===== src/rtl/endian_swap_stream_if.sv =====
// -----------------------------------------------------------------------------
// endian_swap_stream_if
//   Valid/ready beat stream used on both sides of endian_swap_stream.
//
//   Signals
//     data   DATA_W  beat payload
//     valid  1       producer holds a valid beat
//     ready  1       consumer accepts the beat this cycle
//
//   Modports
//     master  producer side: drives data/valid, observes ready
//     slave   consumer side: observes data/valid, drives ready
// -----------------------------------------------------------------------------
interface endian_swap_stream_if #(
    parameter int DATA_W = 32
) ();
    logic [DATA_W-1:0] data;
    logic              valid;
    logic              ready;

    modport master (output data, output valid, input  ready);
    modport slave  (input  data, input  valid, output ready);
endinterface : endian_swap_stream_if


===== src/rtl/endian_swap_stream.sv =====
// -----------------------------------------------------------------------------
// endian_swap_stream
//   Streaming endianness converter. Each DATA_W beat is byte-reordered by the
//   mode latched at run, passed through a registered output stage backed by a
//   one-entry skid buffer, and a run of len beats ends with a one-cycle done.
//
//   Modes: 0 pass, 1 swap bytes in 16-bit lanes, 2 swap bytes in 32-bit lanes,
//          3 reverse all bytes of the beat.
//   Build option: define SWAP_BIT_REVERSE_EN to widen mode to 3 bits and add
//          mode 4 (reverse bit order inside each byte); modes 5-7 pass.
//
//   Ports
//     clk      in   rising-edge clock
//     rst      in   asynchronous reset, active low
//     run      in   start pulse; samples mode, len, enabled while idle
//     enabled  in   0 forces pass-through for the run
//     mode     in   byte-order mode (2 bits, 3 with SWAP_BIT_REVERSE_EN)
//     len      in   beats to accept in the run (0 gives an immediate done)
//     in0      slave stream  input beats
//     out0     master stream converted beats
//     busy     out  run in progress
//     done     out  one-cycle pulse after the last beat has left
// -----------------------------------------------------------------------------
module endian_swap_stream #(
    parameter int DATA_W = 32,
    parameter int LEN_W  = 16
) (
    input  logic                  clk,
    input  logic                  rst,
    input  logic                  run,
    input  logic                  enabled,
`ifdef SWAP_BIT_REVERSE_EN
    input  logic [2:0]            mode,
`else
    input  logic [1:0]            mode,
`endif
    input  logic [LEN_W-1:0]      len,
    endian_swap_stream_if.slave   in0,
    endian_swap_stream_if.master  out0,
    output logic                  busy,
    output logic                  done
);

    localparam int MODE_W    = $bits(mode);
    localparam int NUM_BYTES = DATA_W / 8;

    typedef enum logic [1:0] {IDLE, ACTIVE, DRAIN} state_e;

    state_e              state_q, state_d;
    logic [LEN_W-1:0]    count_q, count_d;
    logic [LEN_W-1:0]    len_q, len_d;
    logic [MODE_W-1:0]   mode_q, mode_d;
    logic [DATA_W-1:0]   out_data_q, out_data_d;
    logic                out_valid_q, out_valid_d;
    logic [DATA_W-1:0]   skid_data_q, skid_data_d;
    logic                skid_valid_q, skid_valid_d;
    logic                in_ready_q, in_ready_d;
    logic                busy_q, busy_d;
    logic                done_q, done_d;

    logic [DATA_W-1:0]   conv_data;
    logic                accept;
    logic                out_fire;

    // in_ready_q is only high in ACTIVE with an empty skid, so an accepted
    // beat always has somewhere to land.
    assign accept   = in0.valid && in_ready_q;
    assign out_fire = out_valid_q && out0.ready;

    // Byte reordering of the incoming beat under the latched mode.
    // NOTE: every always_comb output gets a value on every path (here the
    // pass-through default) so no latch is inferred.
    always_comb begin
        conv_data = in0.data;
        for (int k = 0; k < NUM_BYTES; k++) begin
            case (mode_q)
                MODE_W'(1): conv_data[8*k +: 8] = in0.data[8*(k ^ 1) +: 8];
                MODE_W'(2): conv_data[8*k +: 8] = in0.data[8*(k ^ 3) +: 8];
                MODE_W'(3): conv_data[8*k +: 8] = in0.data[8*(NUM_BYTES-1-k) +: 8];
`ifdef SWAP_BIT_REVERSE_EN
                MODE_W'(4): begin
                    for (int b = 0; b < 8; b++) begin
                        conv_data[8*k + b] = in0.data[8*k + 7 - b];
                    end
                end
`endif
                default:    conv_data[8*k +: 8] = in0.data[8*k +: 8];
            endcase
        end
    end

    // Next-state logic: output/skid pipeline followed by the run FSM.
    always_comb begin
        state_d      = state_q;
        count_d      = count_q;
        len_d        = len_q;
        mode_d       = mode_q;
        out_data_d   = out_data_q;
        out_valid_d  = out_valid_q;
        skid_data_d  = skid_data_q;
        skid_valid_d = skid_valid_q;
        done_d       = 1'b0;

        if (out_fire) begin
            if (skid_valid_q) begin
                // Skid holds the older beat; accept is impossible here.
                out_data_d   = skid_data_q;
                skid_valid_d = 1'b0;
            end else if (accept) begin
                out_data_d   = conv_data;
            end else begin
                out_valid_d  = 1'b0;
            end
        end else if (!out_valid_q) begin
            if (accept) begin
                out_data_d  = conv_data;
                out_valid_d = 1'b1;
            end
        end else if (accept) begin
            // Output stalled: park the beat so ready can drop a cycle late.
            skid_data_d  = conv_data;
            skid_valid_d = 1'b1;
        end

        case (state_q)
            IDLE: begin
                if (run) begin
                    mode_d  = enabled ? mode : '0;
                    len_d   = len;
                    count_d = '0;
                    if (len != '0) state_d = ACTIVE;
                    else           done_d  = 1'b1;
                end
            end
            ACTIVE: begin
                if (accept) begin
                    count_d = count_q + LEN_W'(1);
                    if (count_q == len_q - LEN_W'(1)) state_d = DRAIN;
                end
            end
            DRAIN: begin
                if (!out_valid_q && !skid_valid_q) begin
                    state_d = IDLE;
                    done_d  = 1'b1;
                end
            end
            default: state_d = IDLE;
        endcase

        in_ready_d = (state_d == ACTIVE) && !skid_valid_d;
        busy_d     = (state_d != IDLE);
    end

    // NOTE: sequential state uses non-blocking assignments so every flop
    // samples pre-edge values regardless of statement order.
    // NOTE: the data registers are reset too, because out0 must read 0 in
    // reset; they are small enough that this costs nothing meaningful.
    always_ff @(posedge clk or negedge rst) begin
        if (!rst) begin
            state_q      <= IDLE;
            count_q      <= '0;
            len_q        <= '0;
            mode_q       <= '0;
            out_data_q   <= '0;
            out_valid_q  <= 1'b0;
            skid_data_q  <= '0;
            skid_valid_q <= 1'b0;
            in_ready_q   <= 1'b0;
            busy_q       <= 1'b0;
            done_q       <= 1'b0;
        end else begin
            state_q      <= state_d;
            count_q      <= count_d;
            len_q        <= len_d;
            mode_q       <= mode_d;
            out_data_q   <= out_data_d;
            out_valid_q  <= out_valid_d;
            skid_data_q  <= skid_data_d;
            skid_valid_q <= skid_valid_d;
            in_ready_q   <= in_ready_d;
            busy_q       <= busy_d;
            done_q       <= done_d;
        end
    end

    assign in0.ready  = in_ready_q;
    assign out0.data  = out_data_q;
    assign out0.valid = out_valid_q;
    assign busy       = busy_q;
    assign done       = done_q;

endmodule : endian_swap_stream


===== src/flat_wrapper.sv =====
// flat-port wrapper written by rule: the top's interface ports become plain ports
module endian_swap_stream_flat 
#(
    parameter int DATA_W = 32,
    parameter int LEN_W  = 16
)
  (clk, rst, run, enabled, mode, len, busy, done, in0_data, in0_valid, in0_ready, out0_data, out0_valid, out0_ready);
  endian_swap_stream_if #(.DATA_W(DATA_W)) in0_i ();
  endian_swap_stream_if #(.DATA_W(DATA_W)) out0_i ();
  input  logic clk;
  input  logic rst;
  input  logic run;
  input  logic enabled;
  input  logic [1:0] mode;
  input  logic [LEN_W-1:0] len;
  output logic busy;
  output logic done;
  input wire logic [$bits(in0_i.data)-1:0] in0_data;
  input wire logic [$bits(in0_i.valid)-1:0] in0_valid;
  output wire logic [$bits(in0_i.ready)-1:0] in0_ready;
  output wire logic [$bits(out0_i.data)-1:0] out0_data;
  output wire logic [$bits(out0_i.valid)-1:0] out0_valid;
  input wire logic [$bits(out0_i.ready)-1:0] out0_ready;
  assign in0_i.data = in0_data;
  assign in0_i.valid = in0_valid;
  assign in0_ready = in0_i.ready;
  assign out0_data = out0_i.data;
  assign out0_valid = out0_i.valid;
  assign out0_i.ready = out0_ready;
  endian_swap_stream #(.DATA_W(DATA_W), .LEN_W(LEN_W)) u_core (.clk(clk), .rst(rst), .run(run), .enabled(enabled), .mode(mode), .len(len), .in0(in0_i), .out0(out0_i), .busy(busy), .done(done));
endmodule

===== config.mk =====
export PLATFORM = sky130hd
export DESIGN_NAME = endian_swap_stream_flat
export DESIGN_NICKNAME = d
export VERILOG_FILES = /design/src/rtl/endian_swap_stream_if.sv /design/src/rtl/endian_swap_stream.sv /design/src/flat_wrapper.sv
export SDC_FILE = /design/constraint.sdc
export NUM_CORES = 1
export LEC_CHECK = 0
export CAP_MARGIN = 20
export CORE_UTILIZATION = 57
export DETAILED_ROUTE_END_ITERATION = 12
export DONT_BUFFER_PORTS = 1
export PLACE_DENSITY = 0.72
export SETUP_SLACK_MARGIN = 0.1
export SLEW_MARGIN = 40
export SYNTH_ARGS = -nofsm -noshare
export SYNTH_HDL_FRONTEND = slang
export SYNTH_SLANG_ARGS = --single-unit

===== constraint.sdc =====
create_clock -name clk -period 2.5 [get_ports clk]
set_clock_uncertainty 0.1 [all_clocks]
set_input_delay 0.375 -clock clk [delete_from_list [all_inputs] [get_ports clk]]
set_output_delay 0.375 -clock clk [all_outputs]
set_load 0.01 [all_outputs]

==> results.ini <==
[sta]
final-hold-violation-count=105
relSlewSlack_pct=63.49
post-route-period-util_pct=95.88
rsz0062_at_grt=yes
period_minus_slack_ns=2.397
setup_viol=0
fmax_ghz=0.4172
slew_violations=0
holdWs_ns=-0.4071
tightest_slew_ns=0.5477

[outcome]
violations=hold timing
status=finished, violations left

[synthesis]
synthArstFlopShare_pct=100.0
syn_area_per_cell_um2=9.905
ys_ff_latch=105
netlist_instances=548
yosysUniqueCellTypes=42
ys.warnings.count=0
ys.flop_type=dfrtp_1
synth.most_common_cell=dfrtp_1
synth_top_cell_by_area=dfrtp_1
netlist_top_cells_area=dfrtp_1, mux2_2, mux2i_1
syn_nets=606
synth-seq-area-share_pct=48.41
yosys-top-cells-count=dfrtp_1, nor2_1, nand2_1
synth_edf_count=0
synth_top_area_share_pct=48.41
synth_area_um2=5428

[run]
maxCapViolCount=0

[worst_hold_path]
hold_path_class=primary input to async pin

[setup_path]
crit_arrival_ns=2.61
start_kind=flip-flop
worst-setup-path-type=flip-flop to flip-flop
r2r_start=u_core.len_q[0]
r2r-end=u_core.state_q[1]
critPathRequiredTime_ns=2.71
worstPathMaxFanout=5
endpoint_kind=flip-flop
reg2reg_slack_ns=0.10
r2r_cells=7
cp-startpoint=u_core.len_q[0]

[clocking]
path_clk_slew_ns=0.10
h-tree-depth=3
cts-buffers-inserted=9
cts-root-buf=clkbuf_8
cts_buffer_depth=2
cts_tree=built
clock_latency_ns=0.37
clock_sinks=105

[route]
detailedRoute.firstIterationViolations=229
vias=4165
wirelength_um=12650
firstDrtPassIters=4
wl_per_cell_um=18.65
ant_nets=0
drc=0
viasPerCell=6.143

[pwr]
p_leak_uw=0.002337
total_power_uw=5573
peakVddDrop_mv=0.4865
power.density_nw_per_um2=950.7

[floorplan]
num_io_pins=92
core_um2=9240
die_h_um=99.58
rows=35
start_util_pct=58.74
die_area_um2=9916
dieWidth_um=99.58

[placement]
place_congestion=0.8030
hpwlAfterDp_um=8597
io_buffers=0
place_area_um2=5593

[global_route]
grt_pass1_wl_um=20070
overflow=0
grt_max_degree=106
antenna_found_initial=0
grt.total_usage_pct=26.26
grt_pass1_vias=4015

[final_layout]
layout.nets=602
drive_gt1_share_pct=17.67
design_area_um2=5862
syn2layout_area_growth_pct=7.999
insertedDiodeCount=0

## cells by family after synthesis
logic type,count (synthesis),synth area share [%]
AND/OR/NAND/NOR,168,14.50
buffers and inverters,38,2.766
multiplexers,80,15.86
XOR/XNOR,32,5.164
AO/OA/AOI/OAI,123,12.84
adder cells (fa/ha/maj),2,0.4610
flip-flops,105,48.41
## routing by layer
layer | part of all wire [%] | track usage [%] | routed length (µm)
met1 | 45 | 37.64 | 5736
met5 | 0 | 0 | 0
met2 | 46 | 40.17 | 5800
met4 | 1.8 | 8.145 | 228
met3 | 7.0 | 5.622 | 882
## area by class of cell
class                   instances  area [µm²]
clock buffers                  10       137.6
inverters                       5       18.77
fillers                       759        3378
multi-input cells             405        2719
repair buffers                 18       135.1
clock inverters                 6       61.31
well taps                     129       161.4
flip-flops and latches        105        2629
## cell usage in the layout, fill, tap and decap left out, drive strengths merged, types with 8 or more instances in the layout
master	Yosys	layout
dfrtp	105	105
nor2	59	59
nand2	48	48
mux2	48	48
a21oi	40	40
o21ai	38	38
o22ai	33	33
mux2i	32	32
xnor2	18	18
buf	2	18
xor2	14	14
nand3	12	12
nor3	12	12
nor4	11	11
clkbuf	31	10
inv	5	8
## metrics by stage
stage                     setup TNS, ns  std cells  worst slack, ns  util [%]
after floorplan                       0        548           0.1388         -
after global placement         -0.01412        661         -0.01412     60.53
after detailed placement        -0.1944        661         -0.08604     60.53
after CTS                             0        678           0.1021     63.07
after global routing                  0        678          0.03205     63.44
final                                 0        678           0.1029     63.44
## worst max-delay path: stages (launching register included)
cell	delay, ns
dfrtp_1	0.42
or4_4	0.56
or2_4	0.28
nor4_4	0.30
a21oi_2	0.09
nor4_2	0.32
buf_4	0.17
mux2_1	0.12
## what timing repair did
item                       CTS  global route
hold endpoints to repair   105           105
gates cloned                 0             0
resized for setup            7             5
buffers inserted             1             0
setup endpoints to repair    3             3
pin swaps                    5             0
## sequential cells by signal (all words and copies together), names as in the netlist, 2 cells and up
register            count
u_core.out0.data       32
u_core.skid_data_q     32
u_core.count_q         16
u_core.len_q           16
u_core.mode_q           2
u_core.state_q          2
## worst max path at each step
stage	end	slack, ns	depth (start not counted)
after global placement	u_core.state_q[1]	-0.01	9
final	u_core.state_q[1]	0.10	7
after floorplan	u_core.state_q[1]	0.14	8
after global routing	u_core.state_q[1]	0.03	7
after detailed placement	u_core.state_q[1]	-0.09	9
after CTS	u_core.state_q[1]	0.10	7
## power by group
part | switching, µW | internal [µW] | leakage (µW)
clock network | 624 | 414 | 0.0000982
registers | 593 | 2320 | 0.00126
logic | 857 | 764 | 0.000981
total | 2070 | 3500 | 0.00234
(Power assumes the default switching activity.)
